**config.mk**
```make
export PLATFORM = sky130hd
export DESIGN_NAME = line_buf_ctrl
export DESIGN_NICKNAME = d
export VERILOG_FILES = /design/src/rtl/line_buf_ctrl.sv
export SDC_FILE = /design/constraint.sdc
export NUM_CORES = 1
export LEC_CHECK = 0
export ABC_AREA = 1
export BUFFER_PORTS_ARGS = -buffer_cell sky130_fd_sc_hd__buf_2
export CORE_ASPECT_RATIO = 0.6
export CORE_MARGIN = 3
export CORE_UTILIZATION = 50
export CTS_BUF_LIST = sky130_fd_sc_hd__clkbuf_16
export DETAILED_ROUTE_END_ITERATION = 10
export GPL_TIMING_DRIVEN = 0
export PLACE_DENSITY = 0.79
export SYNTH_ARGS = -nofsm -noshare
export SYNTH_HDL_FRONTEND = slang
export SYNTH_SLANG_ARGS = --single-unit
```
**constraint.sdc**
```tcl
create_clock -name clk -period 1.95 [get_ports clk]
set_clock_uncertainty 0.1 [all_clocks]
set_input_delay 0.195 -clock clk [delete_from_list [all_inputs] [get_ports clk]]
set_output_delay 0.195 -clock clk [all_outputs]
set_load 0.02 [all_outputs]
```
**src/rtl/line_buf_ctrl.sv**
```systemverilog
// ---------------------------------------------------------------------------
// line_buf_ctrl
// Sequencer for the two-RAM line buffer (RAM A / RAM B, 11-bit addresses).
// Converts the raw pixel-valid stream into read/write strobes and addresses
// so that the two RAMs rotate as the row-1 / row-2 line stores. It also
// provides the delayed tap strobe/column and the 3x3 window-valid flag.
//
// Every pixel is read at cycle t+1 and written back at cycle t+2. The
// buffer registers its shared write data for one cycle, so each column is
// always read before it is overwritten.
//
// Optional build macro: LBC_LINE_STATS_EN adds the line_width / width_err
// outputs.
// ---------------------------------------------------------------------------
module line_buf_ctrl #(
    parameter int MAX_COL = 2047,
    parameter int RD_LAT  = 2
) (
    input  logic        clk,
    input  logic        rst_n,
    input  logic        sof,
    input  logic        pix_valid,
    output logic        rama_wren,
    output logic        rama_rden,
    output logic        ramb_wren,
    output logic        ramb_rden,
    output logic [10:0] rama_wradd,
    output logic [10:0] rama_rdadd,
    output logic [10:0] ramb_wradd,
    output logic [10:0] ramb_rdadd,
    output logic        row1_sel,
    output logic        tap_valid,
    output logic [10:0] tap_col,
    output logic        win_valid,
    output logic [1:0]  line_cnt,
    output logic        col_ovf
`ifdef LBC_LINE_STATS_EN
    ,
    output logic [10:0] line_width,
    output logic        width_err
`endif
);

    localparam logic [10:0] MAX_C = 11'(MAX_COL);
    localparam int          LAST  = RD_LAT - 1;

    typedef enum logic [1:0] {
        ST_IDLE   = 2'd0,
        ST_LINE   = 2'd1,
        ST_HBLANK = 2'd2
    } state_t;

    state_t      state_r;
    state_t      state_s;

    // Line-level state
    logic        pv_d_r;     // a pixel was accepted last cycle
    logic [10:0] col_r;      // column of the next pixel
    logic        sat_r;      // a pixel has already used column MAX_COL
    logic        sel_r;
    logic [1:0]  lcnt_r;
    logic        ovf_r;

    // Current-cycle decode (sof already folded in)
    logic        active_s;
    logic        pix_s;
    logic        eol_s;
    logic        ovf_pix_s;
    logic        win_ok_s;
    logic [10:0] cur_col_s;
    logic        cur_sat_s;
    logic        cur_sel_s;
    logic [1:0]  cur_lcnt_s;
    logic [10:0] col_nx_s;
    logic        sat_nx_s;
    logic        sel_nx_s;
    logic [1:0]  lcnt_nx_s;
    logic        ovf_nx_s;

    // Write stage: matches the buffer's one-cycle data register
    logic        wr_v_r;
    logic [10:0] wr_a_r;
    logic        wr_b_r;

    // Tap delay line (valid, column, row-2-present)
    logic        tv_p_r [RD_LAT];
    logic [10:0] tc_p_r [RD_LAT];
    logic        tk_p_r [RD_LAT];

    // Output registers
    logic        rama_wren_r;
    logic        rama_rden_r;
    logic        ramb_wren_r;
    logic        ramb_rden_r;
    logic [10:0] rama_wradd_r;
    logic [10:0] rama_rdadd_r;
    logic [10:0] ramb_wradd_r;
    logic [10:0] ramb_rdadd_r;
    logic        tap_valid_r;
    logic [10:0] tap_col_r;
    logic        win_valid_r;

    // FSM next-state: sof restarts the frame from any state
    always_comb begin
        state_s = state_r;
        case (state_r)
            ST_IDLE: begin
                if (sof) begin
                    state_s = ST_LINE;
                end else begin
                    state_s = ST_IDLE;
                end
            end
            ST_LINE: begin
                if (sof) begin
                    state_s = ST_LINE;
                end else if (pv_d_r && !pix_valid) begin
                    state_s = ST_HBLANK;
                end else begin
                    state_s = ST_LINE;
                end
            end
            ST_HBLANK: begin
                if (sof || pix_valid) begin
                    state_s = ST_LINE;
                end else begin
                    state_s = ST_HBLANK;
                end
            end
            default: begin
                state_s = ST_IDLE;
            end
        endcase
    end

    // FSM state register
    always_ff @(posedge clk or negedge rst_n) begin
        if (!rst_n) begin
            state_r <= ST_IDLE;
        end else begin
            state_r <= state_s;
        end
    end

    // Per-cycle decode; sof overrides the line state before the pixel is used
    always_comb begin
        active_s   = (state_r != ST_IDLE);
        pix_s      = pix_valid & (sof | active_s);
        eol_s      = ~sof & active_s & pv_d_r & ~pix_valid;
        cur_col_s  = 11'd0;
        cur_sat_s  = 1'b0;
        cur_sel_s  = 1'b0;
        cur_lcnt_s = 2'd0;
        ovf_nx_s   = 1'b0;
        if (sof) begin
            cur_col_s  = 11'd0;
            cur_sat_s  = 1'b0;
            cur_sel_s  = 1'b0;
            cur_lcnt_s = 2'd0;
            ovf_nx_s   = 1'b0;
        end else begin
            cur_col_s  = col_r;
            cur_sat_s  = sat_r;
            cur_sel_s  = sel_r;
            cur_lcnt_s = lcnt_r;
            ovf_nx_s   = ovf_r;
        end
        ovf_pix_s = pix_s & cur_sat_s;
        ovf_nx_s  = ovf_nx_s | ovf_pix_s;
        win_ok_s  = (cur_lcnt_s >= 2'd2);
    end

    // Next column / line bookkeeping
    always_comb begin
        col_nx_s  = cur_col_s;
        sat_nx_s  = cur_sat_s;
        sel_nx_s  = cur_sel_s;
        lcnt_nx_s = cur_lcnt_s;
        if (pix_s) begin
            if (cur_col_s == MAX_C) begin
                col_nx_s = MAX_C;
                sat_nx_s = 1'b1;
            end else begin
                col_nx_s = cur_col_s + 11'd1;
                sat_nx_s = cur_sat_s;
            end
        end else if (eol_s) begin
            col_nx_s = 11'd0;
            sat_nx_s = 1'b0;
            sel_nx_s = ~cur_sel_s;
            if (cur_lcnt_s == 2'd3) begin
                lcnt_nx_s = 2'd3;
            end else begin
                lcnt_nx_s = cur_lcnt_s + 2'd1;
            end
        end else begin
            col_nx_s = cur_col_s;
        end
    end

    // Line state registers
    always_ff @(posedge clk or negedge rst_n) begin
        if (!rst_n) begin
            pv_d_r <= 1'b0;
            col_r  <= 11'd0;
            sat_r  <= 1'b0;
            sel_r  <= 1'b0;
            lcnt_r <= 2'd0;
            ovf_r  <= 1'b0;
        end else begin
            pv_d_r <= pix_s;
            col_r  <= col_nx_s;
            sat_r  <= sat_nx_s;
            sel_r  <= sel_nx_s;
            lcnt_r <= lcnt_nx_s;
            ovf_r  <= ovf_nx_s;
        end
    end

    // Read strobes: both RAMs read the current column of every pixel
    always_ff @(posedge clk or negedge rst_n) begin
        if (!rst_n) begin
            rama_rden_r  <= 1'b0;
            ramb_rden_r  <= 1'b0;
            rama_rdadd_r <= 11'd0;
            ramb_rdadd_r <= 11'd0;
        end else begin
            rama_rden_r <= pix_s;
            ramb_rden_r <= pix_s;
            if (pix_s) begin
                rama_rdadd_r <= cur_col_s;
                ramb_rdadd_r <= cur_col_s;
            end
        end
    end

    // Write stage: capture column and target RAM (the row-2 store) at read time
    always_ff @(posedge clk or negedge rst_n) begin
        if (!rst_n) begin
            wr_v_r <= 1'b0;
            wr_a_r <= 11'd0;
            wr_b_r <= 1'b0;
        end else begin
            wr_v_r <= pix_s & ~ovf_pix_s;
            wr_a_r <= cur_col_s;
            wr_b_r <= ~cur_sel_s;
        end
    end

    // Write strobes, one cycle after the matching read
    always_ff @(posedge clk or negedge rst_n) begin
        if (!rst_n) begin
            rama_wren_r  <= 1'b0;
            ramb_wren_r  <= 1'b0;
            rama_wradd_r <= 11'd0;
            ramb_wradd_r <= 11'd0;
        end else begin
            rama_wren_r <= wr_v_r & ~wr_b_r;
            ramb_wren_r <= wr_v_r & wr_b_r;
            if (wr_v_r && !wr_b_r) begin
                rama_wradd_r <= wr_a_r;
            end
            if (wr_v_r && wr_b_r) begin
                ramb_wradd_r <= wr_a_r;
            end
        end
    end

    // Tap delay line; sof discards everything older than its own pixel
    always_ff @(posedge clk or negedge rst_n) begin
        if (!rst_n) begin
            for (int i = 0; i < RD_LAT; i++) begin
                tv_p_r[i] <= 1'b0;
                tc_p_r[i] <= 11'd0;
                tk_p_r[i] <= 1'b0;
            end
        end else begin
            tv_p_r[0] <= pix_s;
            tc_p_r[0] <= cur_col_s;
            tk_p_r[0] <= win_ok_s;
            for (int i = 1; i < RD_LAT; i++) begin
                tv_p_r[i] <= tv_p_r[i-1] & ~sof;
                tc_p_r[i] <= tc_p_r[i-1];
                tk_p_r[i] <= tk_p_r[i-1];
            end
        end
    end

    // Tap outputs: aligned with RAM q, RD_LAT cycles after the read strobe
    always_ff @(posedge clk or negedge rst_n) begin
        if (!rst_n) begin
            tap_valid_r <= 1'b0;
            tap_col_r   <= 11'd0;
            win_valid_r <= 1'b0;
        end else begin
            tap_valid_r <= tv_p_r[LAST] & ~sof;
            tap_col_r   <= tc_p_r[LAST];
            win_valid_r <= tv_p_r[LAST] & ~sof & tk_p_r[LAST] &
                           (tc_p_r[LAST] >= 11'd2);
        end
    end

`ifdef LBC_LINE_STATS_EN
    logic [10:0] lw_r;
    logic        werr_r;
    logic        have_prev_r;

    // Line width latch and width-change pulse (first line after sof exempt)
    always_ff @(posedge clk or negedge rst_n) begin
        if (!rst_n) begin
            lw_r        <= 11'd0;
            werr_r      <= 1'b0;
            have_prev_r <= 1'b0;
        end else if (sof) begin
            werr_r      <= 1'b0;
            have_prev_r <= 1'b0;
        end else if (eol_s) begin
            lw_r        <= col_r;
            werr_r      <= have_prev_r & (col_r != lw_r);
            have_prev_r <= 1'b1;
        end else begin
            werr_r      <= 1'b0;
        end
    end

    assign line_width = lw_r;
    assign width_err  = werr_r;
`endif

    assign rama_wren  = rama_wren_r;
    assign rama_rden  = rama_rden_r;
    assign ramb_wren  = ramb_wren_r;
    assign ramb_rden  = ramb_rden_r;
    assign rama_wradd = rama_wradd_r;
    assign rama_rdadd = rama_rdadd_r;
    assign ramb_wradd = ramb_wradd_r;
    assign ramb_rdadd = ramb_rdadd_r;
    assign row1_sel   = sel_r;
    assign line_cnt   = lcnt_r;
    assign col_ovf    = ovf_r;
    assign tap_valid  = tap_valid_r;
    assign tap_col    = tap_col_r;
    assign win_valid  = win_valid_r;

endmodule

```
==> impl_metrics.env <==
export IMPL_status="complete, no violations"
export IMPL_synthDistinctLibCells=28
export IMPL_synth_xor_xnor_area_share_pct=1.21
export IMPL_hold_ws_ns=0.0272
export IMPL_ys_flop_type="dfrtp_1"
export IMPL_synth_edf_count=0
export IMPL_grt_pass1_vias=2513
export IMPL_cts_setup_buffers=0
export IMPL_wl_per_cell_um=14.7
export IMPL_yosysSeqAreaShare_pct=65.2
export IMPL_yosys_mux_area_fraction_pct=0
export IMPL_synth_area_leaders="dfrtp_1, nand2_1, inv_1"
export IMPL_wl_mm=7.53
export IMPL_portBuffers=68
export IMPL_drc_errors=0
export IMPL_slowest_stage="dfrtp_1"
export IMPL_synth_top_family_by_area="simple AND/OR/NAND/NOR gates"
export IMPL_htreeDepth=3
export IMPL_layout_min_cycle_time_ns=1.75
export IMPL_startpoint_type="flop"
export IMPL_p_leak_uw=0.00240
export IMPL_path_clk_slew_ns=0.06
export IMPL_required_ns=2.12
export IMPL_viasPerCell=4.99
export IMPL_pin_count=69
export IMPL_synth_top_area_share_pct=65.2
export IMPL_syn_to_final_growth_pct=22.8
export IMPL_cts_sink_count=94
export IMPL_power_density_nw_per_um2=1090
export IMPL_vdd_drop_max_mv=0.605
export IMPL_drive_gt1_share_pct=30.5
export IMPL_grt_max_degree=71
export IMPL_cap_violations=0
export IMPL_path_class="reg -> reg"
export IMPL_yosys_area_share_simple_pct=16.2
export IMPL_crit_path_end_kind="flop"
export IMPL_cpPeakStageDelay_ns=0.33
export IMPL_synth_compound_area_share_pct=8.54
export IMPL_worst_pin_slew_ns=0.457
export IMPL_grt_pass1_wl_mm=12.2
export IMPL_ys_ff_latch=94
export IMPL_die_w_um=116
export IMPL_synth_top_area_cell="dfrtp_1"
export IMPL_drtPass1Iterations=5
export IMPL_overflow=0
export IMPL_core_sq_um=6820
export IMPL_antenna_found_initial=0
export IMPL_avgSynthCellArea_sq_um=10.6
export IMPL_gp_congestion=0.916
export IMPL_dieArea_sq_um=8300
export IMPL_cts_buffers=9
export IMPL_period_share_pct=89.9
export IMPL_synth_area_sq_um=3610
export IMPL_rsz0062_at_grt="no"
export IMPL_track_usage_pct=19.7
export IMPL_dr_total_vias=2562
export IMPL_syn_nets=345
export IMPL_path_cells="nand2_1, inv_1, ha_2, nand2_1, nor2_4, nand3_2, nand2_2, nor2_1, nor2_1"
export IMPL_initial_core_util_pct=52.9
export IMPL_slew_viol_final=0
export IMPL_drtAntennaViolNets=0
export IMPL_crit_path_max_fanout=6
export IMPL_die_y_um=71.8
export IMPL_netlist_instances=340
export IMPL_ys_warn_count=0
export IMPL_setup_viol=0
export IMPL_cts_buffer_depth=2
export IMPL_drt_iter0_markers=293
export IMPL_clock_fmax_mhz=570
export IMPL_antenna_cells=0
export IMPL_arrival_ns=1.92
export IMPL_slew_headroom_pct=69.5
export IMPL_synth_fa_ha_area_share_pct=0.347
export IMPL_place_hpwl_mm=5.39
export IMPL_rows=23
export IMPL_fin_nets=426
export IMPL_hold_class="in -> reg"
export IMPL_fin_util_pct=64.9
export IMPL_root_buffer="clkbuf_16"
export IMPL_cts_tree="done"
export IMPL_synthArstFlopShare_pct=100
export IMPL_hold_viol=0
export IMPL_clk_latency_ns=0.34
-- area by class of cell --
class | count | area [sq um]
clock inverter | 7 | 97.6
sequential | 94 | 2350
multi-input combinational | 186 | 957
inverter | 38 | 145
buffer | 22 | 161
tap | 87 | 109
fill | 552 | 2390
timing repair buffer | 70 | 380
clock buffer | 9 | 225
-- flip-flops by register name (all words and copies together), names as in the netlist, 2 cells and up --
signal and cells:
tc_p_r 22, col_r 11, rama_wradd 11, ramb_rdadd 11, ramb_wradd 11, tap_col 11, line_cnt 2, state_r 2
tk_p_r 2, tv_p_r 2
-- what timing repair did --
action / 4_1_cts / 5_1_grt
pin swaps: 0 / 0
hold buffers: 1 / 0
hold endpoints to repair: 24 / 0
gates resized for setup: 1 / 2
endpoints found under the setup margin: 1 / 1
-- kinds of logic after synthesis --
| group | Yosys count |
|---|---|
| simple gates | 131 |
| flops | 94 |
| fa+ha+maj | 1 |
| buf+inv | 60 |
| xor+xnor | 5 |
| compound gates | 49 |
-- worst max-delay path: cells and delay by family, from the launching register on --
| family | cells | cell delay, ns |
|---|---|---|
| adders and majority gates | 1 | 0.22 |
| buffers and inverters | 1 | 0.14 |
| DFF | 1 | 0.33 |
| and+or+nand+nor | 7 | 0.89 |
-- cell usage after synthesis (3+ instances only) --
master and count:
o21ai_0 24, a31oi_1 5, xor2_1 4, nand3_1 10
nand2_1 76, inv_1 35, clkbuf_1 4, dfrtp_1 94
buf_6 3, buf_4 15, a21oi_1 8, o21ai_2 9
nor2_1 30
-- power breakdown --
part / internal (uW) / switching [uW] / total (uW)
Clock: 1130 / 727 / 1860
Sequential: 2130 / 102 / 2230
Combinational: 243 / 493 / 736
-- stage by stage --
step | TNS, ns | instances | total power (uW) | setup slack (ns) | area (sq um)
3_3_place_gp | -18.22 | 495 | 2970 | -0.193 | 4060
4_1_cts | 0 | 513 | 4860 | 0.125 | 4420
2_1_floorplan | 0 | 340 | 2720 | 0.381 | 3610
5_1_grt | 0 | 513 | 5040 | 0.000226 | 4430
6_report | 0 | 513 | 4820 | 0.196 | 4430
3_5_place_dp | -0.867 | 496 | 3000 | -0.143 | 4090
-- per-layer routing --
metal  up-vias  track usage [%]  share of wire [%]
li1       1224                -                  -
met1      1243             27.3                 49
met2        89             27.9                 42
met3         6             8.10                7.8
met4         0             7.46               0.53
met5         -                0                  0
-- path summary, 6_finish.rpt --
path,cells after the start,endpoint,slack (ns),startpoint
max in group asynchronous,3,tc_p_r[6],0.91,rst_n
worst min-delay path,2,tc_p_r[19],0.03,sof
worst min register to register,0,tap_col[0],0.25,tc_p_r[0]
worst max-delay path,9,col_r[9],0.20,col_r[1]
worst max register to register,9,col_r[9],0.20,col_r[1]
min in group asynchronous,2,rama_wradd[2],0.21,rst_n
-- cells in the final DEF (no fill, tap or decap), drive strengths merged, types with 4 or more instances in the layout --
cell type,n
a21oi,10
buf,87
inv,41
nor2,35
o21ai,33
xor2,4
a31oi,5
nand3,12
nand2,80
clkbuf,13
dfrtp,94
(Power assumes the default switching activity.)
